**config.mk**
```make
export PLATFORM = sky130hd
export DESIGN_NAME = seq_detect_sequencer
export DESIGN_NICKNAME = d
export VERILOG_FILES = /design/src/rtl/seq_detect_pkg.sv /design/src/rtl/seq_piso.sv /design/src/rtl/seq_detect_sequencer.sv
export SDC_FILE = /design/constraint.sdc
export NUM_CORES = 1
export LEC_CHECK = 0
export ABC_CLOCK_PERIOD_IN_PS = 4400
export BUFFER_PORTS_ARGS = -buffer_cell sky130_fd_sc_hd__buf_4
export CORE_ASPECT_RATIO = 0.9
export CORE_UTILIZATION = 54
export DETAILED_ROUTE_END_ITERATION = 10
export GPL_ROUTABILITY_DRIVEN = 0
export GPL_TIMING_DRIVEN = 0
export PLACE_DENSITY_LB_ADDON = 0.1
export SYNTH_ARGS = -nofsm -noshare
export SYNTH_HDL_FRONTEND = slang
export SYNTH_SLANG_ARGS = --single-unit
```
**constraint.sdc**
```tcl
create_clock -name clk -period 4.4 [get_ports clk]
set_clock_uncertainty 0.05 [all_clocks]
set_input_delay 0.22 -clock clk [delete_from_list [all_inputs] [get_ports clk]]
set_output_delay 0.22 -clock clk [all_outputs]
set_load 0.005 [all_outputs]
```
**src/rtl/seq_detect_pkg.sv**
```systemverilog
// rtl/seq_detect_pkg.sv - shared state encoding and default sizes for the detector sequencer
package seq_detect_pkg;

    localparam int STATE_W     = 3;
    localparam int WORD_W_DEF  = 4;
    localparam int DET_LAT_DEF = 2;

    typedef enum logic [STATE_W-1:0] {
        IDLE   = 3'd0,
        START  = 3'd1,
        SHIFT  = 3'd2,
        WAIT   = 3'd3,
        REPORT = 3'd4
    } state_t;

endpackage

```
**src/rtl/seq_piso.sv**
```systemverilog
// rtl/seq_piso.sv - parallel-in/serial-out shift register, MSB presented first
module seq_piso #(
    parameter int WORD_W = 4
) (
    input  logic              clk,
    input  logic              rst_n,
    input  logic              load,
    input  logic              shift_en,
    input  logic [WORD_W-1:0] data,
    output logic              msb
);

    logic [WORD_W-1:0] sr;

    always_ff @(posedge clk or negedge rst_n) begin
        if (!rst_n) begin
            sr <= '0;
        end else if (load) begin
            sr <= data;
        end else if (shift_en) begin
            sr <= sr << 1;
        end
    end

    assign msb = sr[WORD_W-1];

endmodule

```
**src/rtl/seq_detect_sequencer.sv**
```systemverilog
// rtl/seq_detect_sequencer.sv - feeds words bit-serially into a pattern detector and reports hits
module seq_detect_sequencer
    import seq_detect_pkg::*;
#(
    parameter int WORD_W  = WORD_W_DEF,
    parameter int DET_LAT = DET_LAT_DEF,
    parameter int CNT_W   = 8
) (
    input  logic              clk,
    input  logic              rst_n,
    input  logic              in_valid,
    input  logic [WORD_W-1:0] in_data,
    output logic              in_ready,
    input  logic              abort,
    output logic              det_start,
    output logic              det_en,
    output logic              det_x,
    input  logic              det_hit,
    output logic              res_valid,
    output logic              res_match,
    input  logic              res_ready,
    output logic [CNT_W-1:0]  match_cnt,
    output logic              busy
);

    localparam int BIT_W  = $clog2(WORD_W + 1);
    localparam int WAIT_W = $clog2(DET_LAT + 1);

    state_t            state, state_nxt;
    logic [BIT_W-1:0]  bit_cnt;
    logic [WAIT_W-1:0] wait_cnt;
    logic              last_bit, last_wait, cancel, piso_msb;

    assign last_bit  = (bit_cnt == BIT_W'(WORD_W - 1));
    assign last_wait = (wait_cnt == WAIT_W'(DET_LAT - 1));
    // abort only cancels in-flight work; IDLE and a pending REPORT are immune
    assign cancel    = abort && (state == START || state == SHIFT || state == WAIT);

    always_ff @(posedge clk or negedge rst_n) begin
        if (!rst_n) begin
            state <= IDLE;
        end else begin
            state <= state_nxt;
        end
    end

    always_comb begin
        state_nxt = state;
        case (state)
            IDLE:    if (in_valid) state_nxt = START;
            START:   state_nxt = cancel ? IDLE : SHIFT;
            SHIFT:   if (cancel) state_nxt = IDLE; else if (last_bit) state_nxt = WAIT;
            WAIT:    if (cancel) state_nxt = IDLE; else if (last_wait) state_nxt = REPORT;
            REPORT:  if (res_ready) state_nxt = IDLE;
            default: state_nxt = IDLE;
        endcase
    end

    always_ff @(posedge clk or negedge rst_n) begin
        if (!rst_n) begin
            bit_cnt   <= '0;
            wait_cnt  <= '0;
            res_match <= 1'b0;
            match_cnt <= '0;
        end else begin
            bit_cnt  <= (state == SHIFT) ? bit_cnt + BIT_W'(1) : '0;
            wait_cnt <= (state == WAIT) ? wait_cnt + WAIT_W'(1) : '0;
            if (state == WAIT && last_wait && !cancel) begin
                res_match <= det_hit;
            end
            if (state == REPORT && res_ready && res_match && match_cnt != '1) begin
                match_cnt <= match_cnt + CNT_W'(1);
            end
        end
    end

    seq_piso #(.WORD_W(WORD_W)) u_piso (
        .clk      (clk),
        .rst_n    (rst_n),
        .load     (state == IDLE && in_valid),
        .shift_en (state == SHIFT),
        .data     (in_data),
        .msb      (piso_msb)
    );

    assign in_ready  = (state == IDLE);
    assign busy      = (state != IDLE);
    assign det_start = (state == START);
    assign det_en    = (state == SHIFT);
    assign det_x     = det_en && piso_msb;
    assign res_valid = (state == REPORT);

endmodule

```
==> flow_summary.toml, run 1 <==
[run_status]
status = "finished, final reports clean"

[clock_tree]
tritoncts = "yes"
post_cts_buffers = 0
numCtsBuffers = 3
root_buffer = "clkbuf_4"
clk_latency_ns = 0.29
clk_pin_slew_ns = 0.11
clock_sinks = 21
htreeDepth = 1
clockBufferDepth = 2

[synthesis]
ys_dominant_reg_cell = "dfrtp_1"
yosysMostFrequentCell = "dfrtp_1"
synth_area_um2 = 982.2
synthesis.nets = 101
yosys_warnings = 0
yosysTopAreaCellShare_pct = 53.50
ys_ff_latch = 21
synth_common_cells = "21 x dfrtp_1, 7 x nand2_1, 7 x nor2_1, 5 x and3_1, 5 x inv_1"
synthTopCellsByArea = "dfrtp_1 54%, ha_1 5.1%, xnor2_1 3.6%"
synthArstFlopShare_pct = 100.0
synth.distinct_cells = 30
syn_area_per_cell_um2 = 11.29
synthCells = 87
ys_seq_area_share_pct = 53.50
yosysTopAreaCell = "dfrtp_1"
synth_edf_count = 0

[power]
internal-power_uw = 290.4
p_leak_uw = 0.0006426
power.net_switching_uw = 102.1
p_per_area_mw_per_mm2 = 319.4
sw_frac_of_total_pct = 26.01
pwr-share-seq_pct = 57.5
power.share.clock_pct = 22.5
vdd_drop_max_uv = 188.6
power.combinational.fraction_pct = 20.0

[cells_and_area]
area_growth_pct = 25.10
layout-drive-gt1-share_pct = 29.31
antennaDiodeCount = 0
num-fill-cells = 127
layout.nets = 131
final_cell_area_mm2 = 0.001229

[timing]
fin_crit_sh_pct = 44.68
finalSetupTns_ns = 0
worstMarginPinSlew_ns = 0.4924
fin_crit_ns = 1.966
hold_viol_final = 0
whs_ns = 0.03545
slew_violations = 0
setup-violations-final = 0
max_freq_mhz = 508.7
rsz0062_at_grt = "false"
relSlewSlack_pct = 66.98

[floorplanning]
rows = 14
core_mm2 = 0.001682
num_io_pins = 25
die_w_um = 46.96
start_util_pct = 58.41
die_h_um = 42.46
die_area_mm2 = 0.001994

[grt]
grt_pass1_wl_um = 2835
grt_start_max_net_pins = 22
grt_pass1_vias = 691
grt_use_total_pct = 19.77
grt_overflow = 0
antenna_found_initial = 0

[setup_path]
r2r_slack_ns = 2.43
crit_arrival_ns = 2.10
end_kind = "flip-flop"
critPathKind = "reg -> reg"
crit_fanout = 10
crit_required_ns = 4.53
start_kind = "flip-flop"

[drt]
wire_per_inst_um = 12.27
first_pass_iters = 4
viasPerCell = 5.121
drc = 0
drt_wl_total_um = 1718
drt-initial-drc-count = 16
ant_nets = 0
vias = 717

[run]
maxCapViolCount = 0

[placed_design]
port_buffers = 24
dpl.hpwl_um = 1285
placed_area_mm2 = 0.001192

[min_path]
hp-class = "in -> reg"
==> flip-flops by register name, summed over array words and instances, names as in the netlist <==
name / cells
bit_cnt: 3
match_cnt: 8
res_match: 1
state: 3
u_piso.sr: 4
wait_cnt: 2
==> power by group through the flow <==
stage                     sequential, uW  clock (uW)  combinational (uW)
after detailed placement             229           0                78.3
after CTS                            225        91.8                79.4
after floorplan                      226           0                46.3
after global placement               228           0                75.7
final                                225        88.4                78.5
after global routing                 228        99.2                88.8
==> what timing repair did <==
action | CTS | global route
gates resized for setup | 0 | 0
endpoints found under the setup margin | 0 | 0
hold buffers | 1 | 0
hold endpoints to repair | 21 | 0
==> worst max-delay path, cell delays in order (launching register included) <==
cell and delay [ns]:
dfrtp_1 0.39, buf_6 0.14, or3b_4 0.42, a211oi_1 0.46, mux2_2 0.39
==> per-layer routing <==
metal / global-route usage (%) / vias up / wire (um)
li1: - / 361 / -
met1: 27.35 / 344 / 821
met2: 30.56 / 10 / 832
met3: 3.879 / 2 / 53
met4: 6.857 / 0 / 10
met5: 0 / - / 0
==> placed cells by master, fill, tap and decap left out, types with 2 or more instances in the layout <==
cell      netlist  routed
xnor2_1         4       4
mux2_2          2       2
nand2b_1        2       2
clkbuf_1        1       2
inv_1           5       5
dfrtp_1        21      21
nand2_1         7       7
buf_4           0      24
nand3_1         3       3
nor3b_1         4       4
and3_1          5       5
xor2_1          3       3
o21ai_0         2       2
a221o_1         2       2
clkbuf_4        0       3
nor2_1          7       7
ha_1            4       4
==> through the flow <==
step	std cells	power (uW)	utilization [%]	setup slack [ns]
after floorplan	87	271.9	-	2.587
after global placement	135	303.6	70.91	2.496
after detailed placement	135	307.5	70.91	2.454
after CTS	140	396.4	73.07	2.429
after global routing	140	415.9	73.07	2.330
final	140	392.5	73.07	2.434
==> layout make-up <==
cell class,count,area (um2),share of cell area [%]
inverters,5,18.77,1.527
well taps,24,30.03,2.444
clock buffers,4,26.28,2.138
plain buffers,2,15.01,1.222
multi-input cells,59,422.9,34.42
repair buffers,25,190.2,15.48
flip-flops and latches,21,525.5,42.77
==> final timing paths <==
path,from,cells after the start,end
min in group asynchronous,rst_n,2,wait_cnt[0]
max in group asynchronous,rst_n,2,u_piso.sr[1]
min,abort,2,state[1]
min reg2reg,bit_cnt[0],1,bit_cnt[0]
max,state[1],4,match_cnt[1]
max reg2reg,state[1],4,match_cnt[1]
==> logic make-up after synthesis <==
family / Yosys count / synth area share (%)
AOI/OAI and AO/OA: 9 / 7.389
xor gates and xnor gates: 7 / 6.242
adders and majority gates: 4 / 5.096
buffers and inverters: 7 / 3.439
DFF: 21 / 53.50
muxes: 3 / 3.312
and+or+nand+nor: 36 / 21.02
Note: power is estimated with default switching activity, not from simulation.
==> run 2, diff against run 1 <==
--- a/config.mk
+++ b/config.mk
@@ -5,10 +5,11 @@
 export SDC_FILE = /design/constraint.sdc
 export NUM_CORES = 1
 export LEC_CHECK = 0
-export ABC_CLOCK_PERIOD_IN_PS = 4400
+export ABC_AREA = 1
+export ABC_CLOCK_PERIOD_IN_PS = 1800
 export BUFFER_PORTS_ARGS = -buffer_cell sky130_fd_sc_hd__buf_4
 export CORE_ASPECT_RATIO = 0.9
-export CORE_UTILIZATION = 54
+export CORE_UTILIZATION = 47
 export DETAILED_ROUTE_END_ITERATION = 10
 export GPL_ROUTABILITY_DRIVEN = 0
 export GPL_TIMING_DRIVEN = 0
==> constraint.sdc (replaced) <==
create_clock -name clk -period 1.8 [get_ports clk]
set_clock_uncertainty 0.05 [all_clocks]
set_input_delay 0.09 -clock clk [delete_from_list [all_inputs] [get_ports clk]]
set_output_delay 0.09 -clock clk [all_outputs]
set_load 0.005 [all_outputs]
==> flow_summary.toml, run 2 <==
[placed_design]
dpl.hpwl_um = 1541
port_buffers = 24

[floorplanning]
rows = 16
die_h_um = 48.18
die_area_mm2 = 0.002568
die_w_um = 53.31
core_mm2 = 0.002202
num_io_pins = 25
start_util_pct = 50.57

[run_status]
status = "finished, final reports clean"

[drt]
drc = 0
first_pass_iters = 2
drt_wl_total_um = 2088
viasPerCell = 4.657
ant_nets = 0
drt-initial-drc-count = 9
vias = 936
wire_per_inst_um = 10.39

[synthesis]
ys_ff_latch = 21
yosysTopAreaCellShare_pct = 47.19
ys_seq_area_share_pct = 47.19
yosysTopAreaCell = "dfrtp_1"
synthCells = 140
ys_dominant_reg_cell = "dfrtp_1"
synth.distinct_cells = 21
synthesis.nets = 154
synthArstFlopShare_pct = 100.0
yosys_warnings = 0
yosysMostFrequentCell = "nand2_1"
syn_area_per_cell_um2 = 7.954
synth_common_cells = "48 x nand2_1, 21 x dfrtp_1, 18 x inv_1, 11 x nor2_1, 7 x nand3_1"
synthTopCellsByArea = "dfrtp_1 47%, nand2_1 16%, inv_1 6.1%"
synth_edf_count = 0
synth_area_mm2 = 0.001114

[cells_and_area]
num-fill-cells = 193
layout.nets = 189
final_cell_mix = "48 x nand2_1, 24 x buf_4, 21 x dfrtp_1, 18 x inv_1, 11 x nor2_1"
antennaDiodeCount = 0
largest_reg_flops = 8
area_growth_pct = 27.08
layout-drive-gt1-share_pct = 25.29
regMostFlops = "match_cnt"
top_regs = "match_cnt: 8 flops, u_piso.sr: 4 flops"
layout_commonest_cell = "nand2_1"
fin_util_pct = 64.26

[power]
internal-power_uw = 885.2
pwr-share-seq_pct = 46.4
power.net_switching_uw = 511.6
sw_frac_of_total_pct = 36.63
power.combinational.fraction_pct = 36.9
power.share.clock_pct = 16.7
p_per_area_mw_per_mm2 = 987.0
p_leak_uw = 0.0007919
vdd_drop_max_uv = 822.9

[grt]
use_met3_pct = 1.869
antenna_found_initial = 0
grtUsageMet1_pct = 21.44
grt_pass1_wl_um = 3387
grt_use_total_pct = 18.89
grtUsageMet2_pct = 36.00
grt_pass1_vias = 806
busiest_layer = "met2"
grt_start_max_net_pins = 22
grt_overflow = 0

[timing]
worstMarginPinSlew_ns = 0.2677
fin_crit_ns = 1.462
finalSetupTns_ns = 0
relSlewSlack_pct = 82.16
slew_violations = 0
setup-violations-final = 0
max_freq_mhz = 684.0
hold_viol_final = 0
fin_crit_sh_pct = 81.22
rsz0062_at_grt = "false"

[clock_tree]
clk_latency_ns = 0.31
htreeDepth = 1
clock_sinks = 21
tritoncts = "yes"
clk_pin_slew_ns = 0.12
numCtsBuffers = 3
post_cts_buffers = 0
root_buffer = "clkbuf_4"
clockBufferDepth = 2

[setup_path]
slowest_stage = "dfrtp_1"
critPathKind = "reg -> reg"
critPathTopFamily = "simple AND/OR/NAND/NOR gates"
crit_required_ns = 1.96
start_kind = "flip-flop"
max_stage_delay_ns = 0.44
critPathMostFrequentCell = "nand2_1"
path_cells = "ha_1, nand3_2, nor2_2, nand2_2, nand2_4, inv_4, nand2_1, nand2_1"
crit_fanout = 10
crit_arrival_ns = 1.63
path_buf_inv = 1
end_kind = "flip-flop"

[run]
maxCapViolCount = 0

[min_path]
hp-class = "in -> reg"
run 2: cell families (layout without fill, tap and decap cells):
family | count (synthesis) | in the layout | share of synthesized area, %
and+or+nand+nor | 79 | 79 | 32.25
adders and majority gates | 4 | 4 | 4.495
buffers and inverters | 23 | 57 | 7.977
DFF | 21 | 21 | 47.19
xor gates and xnor gates | 6 | 6 | 4.719
AOI/OAI and AO/OA | 7 | 7 | 3.370
run 2: final timing paths:
kind                                    from      endpoint  slack (ns)  cells after the start
min in group asynchronous              rst_n  match_cnt[3]        0.14                      2
worst max register to register  match_cnt[0]  match_cnt[5]        0.34                      8
worst max-delay path            match_cnt[0]  match_cnt[5]        0.34                      8
max in group asynchronous              rst_n   wait_cnt[1]        1.34                      2
worst min register to register   wait_cnt[0]   wait_cnt[0]        0.39                      1
worst min-delay path                in_valid  u_piso.sr[2]       0.004                      3
run 2: cell type report:
cell class / instances / area [um2] / share of cell area, %
timing repair buffer: 30 / 240.2 / 16.98
multi-input combinational: 96 / 499.2 / 35.28
inverter: 23 / 88.84 / 6.278
clock buffer: 3 / 22.52 / 1.592
clock inverter: 1 / 5.005 / 0.3537
tap: 27 / 33.78 / 2.387
sequential: 21 / 525.5 / 37.14
run 2: what timing repair did:
item | CTS | global route
resized for setup | 0 | 0
hold buffers | 6 | 0
endpoints found under the hold margin | 26 | 0
run 2: per-layer routing:
metal	wire length [um]	share of wire, %	vias up
met5	0	0	-
met2	1080	52	18
met3	60	2.9	5
li1	-	-	493
met4	41	2.0	0
met1	905	43	420
run 2: power by group through the flow:
stage               clock network (uW)  logic, uW  registers, uW
finish                             234        515            648
CTS                                239        524            648
detailed placement                   0        512            656
global route                       259        599            664
floorplan                            0        335            641
global placement                     0        499            650
run 2: metrics by stage:
step           hold slack [ns]  std cells  power, uW  setup WS (ns)  cell area, um2
6_report              0.004357        201       1397         0.3381            1415
5_1_grt                0.01632        201       1522         0.1840            1415
2_1_floorplan          -0.2556        140      975.7         0.4806            1114
4_1_cts               0.003047        201       1411         0.3296            1415
3_3_place_gp          -0.05876        191       1149         0.3759            1328
3_5_place_dp          -0.05699        191       1169         0.3554            1328
run 2: worst min-delay path: cells and delay by family:
| family | cells | cell delay, ns |
|---|---|---|
| buf+inv | 1 | 0.11 |
| simple gates | 1 | 0.07 |
| compound gates | 1 | 0.07 |
==> run 3, diff against run 2 <==
--- a/config.mk
+++ b/config.mk
@@ -6,10 +6,10 @@
 export NUM_CORES = 1
 export LEC_CHECK = 0
 export ABC_AREA = 1
-export ABC_CLOCK_PERIOD_IN_PS = 1800
+export ABC_CLOCK_PERIOD_IN_PS = 1510
 export BUFFER_PORTS_ARGS = -buffer_cell sky130_fd_sc_hd__buf_4
 export CORE_ASPECT_RATIO = 0.9
-export CORE_UTILIZATION = 47
+export CORE_UTILIZATION = 52
 export DETAILED_ROUTE_END_ITERATION = 10
 export GPL_ROUTABILITY_DRIVEN = 0
 export GPL_TIMING_DRIVEN = 0
==> constraint.sdc (replaced) <==
create_clock -name clk -period 1.51 [get_ports clk]
set_clock_uncertainty 0.05 [all_clocks]
set_input_delay 0.0755 -clock clk [delete_from_list [all_inputs] [get_ports clk]]
set_output_delay 0.0755 -clock clk [all_outputs]
set_load 0.005 [all_outputs]
==> flow_summary.toml, run 3 (same netlist as run 2, synthesis figures left out) <==
[cells_and_area]
regMostFlops = "match_cnt"
layout.nets = 192
top_regs = "match_cnt: 8 flops, u_piso.sr: 4 flops"
area_growth_pct = 28.88
antennaDiodeCount = 0
layout-drive-gt1-share_pct = 26.55
layout_commonest_cell = "nand2_1"
largest_reg_flops = 8
final_cell_mix = "48 x nand2_1, 27 x buf_4, 21 x dfrtp_1, 18 x inv_1, 11 x nor2_1"

[clock_tree]
htreeDepth = 1
numCtsBuffers = 3
root_buffer = "clkbuf_4"
clockBufferDepth = 2
clk_latency_ns = 0.31
clock_sinks = 21
tritoncts = "yes"
clk_pin_slew_ns = 0.12

[power]
power.share.clock_pct = 16.2
total_power_uw = 1664
sw_frac_of_total_pct = 36.38
p_leak_uw = 0.0008083
power.combinational.fraction_pct = 37.6
power.net_switching_uw = 605.3
internal-power_uw = 1059
p_per_area_mw_per_mm2 = 1159
vdd_drop_max_uv = 877.1
pwr-share-seq_pct = 46.3

[setup_path]
r2r_slack_ns = 0.09
end_kind = "flip-flop"
crit_required_ns = 1.68
crit_arrival_ns = 1.59
slowest_stage = "dfrtp_1"
path_buf_inv = 1
critPathKind = "reg -> reg"
max_stage_delay_ns = 0.40
rr_worst_depth = 8
critPathTopFamily = "simple AND/OR/NAND/NOR gates"
r2r_start = "match_cnt[0]"
path_cells = "ha_1, nand3_2, nor2_2, nand2_2, nand2_4, inv_4, nand2_1, nand2_1"
crit_fanout = 10
regToRegEndpoint = "match_cnt[5]"
critPathMostFrequentCell = "nand2_1"
start_kind = "flip-flop"

[timing]
setup-violations-final = 0
fin_crit_sh_pct = 94.06
max_freq_mhz = 704.0
fin_crit_ns = 1.420
worstMarginPinSlew_ns = 0.2691
setup_ws_ns = 0.08964
hold_viol_final = 0
whs_ns = 0.01412
relSlewSlack_pct = 82.06
slew_violations = 0

[run]
maxCapViolCount = 0

[run_status]
status = "finished, final reports clean"

[floorplanning]
start_util_pct = 56.51
die_area_mm2 = 0.002331
core_mm2 = 0.001971
num_io_pins = 25
die_w_um = 50.78
rows = 15
die_h_um = 45.90

[min_path]
worstHoldEndpoint = "u_piso.sr[2]"
hp-class = "in -> reg"
hold_depth = 3
hold_start = "in_valid"

[placed_design]
port_buffers = 24
place_ws_ns = 0.06137
dpl.hpwl_um = 1586

[drt]
first_pass_iters = 4
drt_wl_total_um = 2145
wire_per_inst_um = 10.62
vias = 959
ant_nets = 0
viasPerCell = 4.748
drt-initial-drc-count = 10
drc = 0

[grt]
antenna_found_initial = 0
grt_overflow = 0
grt_use_total_pct = 21.12
grt_pass1_vias = 879
grt_pass1_wl_um = 3615
grt_start_max_net_pins = 22
run 3: worst register-to-register path, cell delays in order, from the launching register on:
cell and delay (ns):
dfrtp_1 0.40, ha_1 0.22, nand3_2 0.12, nor2_2 0.15
nand2_2 0.08, nand2_4 0.13, inv_4 0.07, nand2_1 0.06
nand2_1 0.04
run 3: power groups by stage:
stage	clock [uW]	sequential (uW)	combinational [uW]
2_1_floorplan	0	764	399
3_3_place_gp	0	773	595
3_5_place_dp	0	784	613
4_1_cts	281	772	628
5_1_grt	293	782	718
6_report	269	770	625
run 3: timing repair:
| item | CTS | global route |
|---|---|---|
| buffers inserted | 0 | 3 |
| hold buffers | 6 | 0 |
| setup endpoints to repair | 0 | 7 |
| resized for setup | 0 | 0 |
| hold endpoints to repair | 26 | 0 |
run 3: area by class of cell:
| type | instances | area (um2) |
|---|---|---|
| sequential | 21 | 525.5 |
| multi-input combinational | 96 | 499.2 |
| clock inverter | 1 | 5.005 |
| inverter | 23 | 88.84 |
| clock buffer | 3 | 22.52 |
| fill | 162 | 535.5 |
| timing repair buffer | 33 | 262.8 |
| tap | 25 | 31.28 |
run 3: worst max path at each step:
stage,endpoint,cells past startpoint,slack (ns),startpoint
after global placement,match_cnt[5],8,0.09,match_cnt[0]
after global routing,match_cnt[6],8,-0.0007,match_cnt[0]
final,match_cnt[5],8,0.09,match_cnt[0]
after CTS,match_cnt[6],8,0.04,match_cnt[0]
after detailed placement,match_cnt[6],8,0.06,match_cnt[0]
after floorplan,match_cnt[5],8,0.19,match_cnt[0]
run 3: metal layers:
| metal | track usage (%) | vias up | routed length, um |
|---|---|---|---|
| li1 | - | 500 | - |
| met1 | 23.95 | 436 | 953 |
| met2 | 38.93 | 17 | 1080 |
| met3 | 6.333 | 6 | 77 |
| met4 | 6.111 | 0 | 33 |
| met5 | 0 | - | 0 |
run 3: metrics by stage:
step / cells / TNS, ns / util [%] / instance area [um2]
finish: 202 / 0 / 72.83 / 1435
global route: 202 / -0.0007448 / 72.83 / 1435
CTS: 199 / 0 / 71.68 / 1413
detailed placement: 189 / 0 / 67.24 / 1325
global placement: 189 / 0 / 67.24 / 1325
floorplan: 140 / 0 / - / 1114
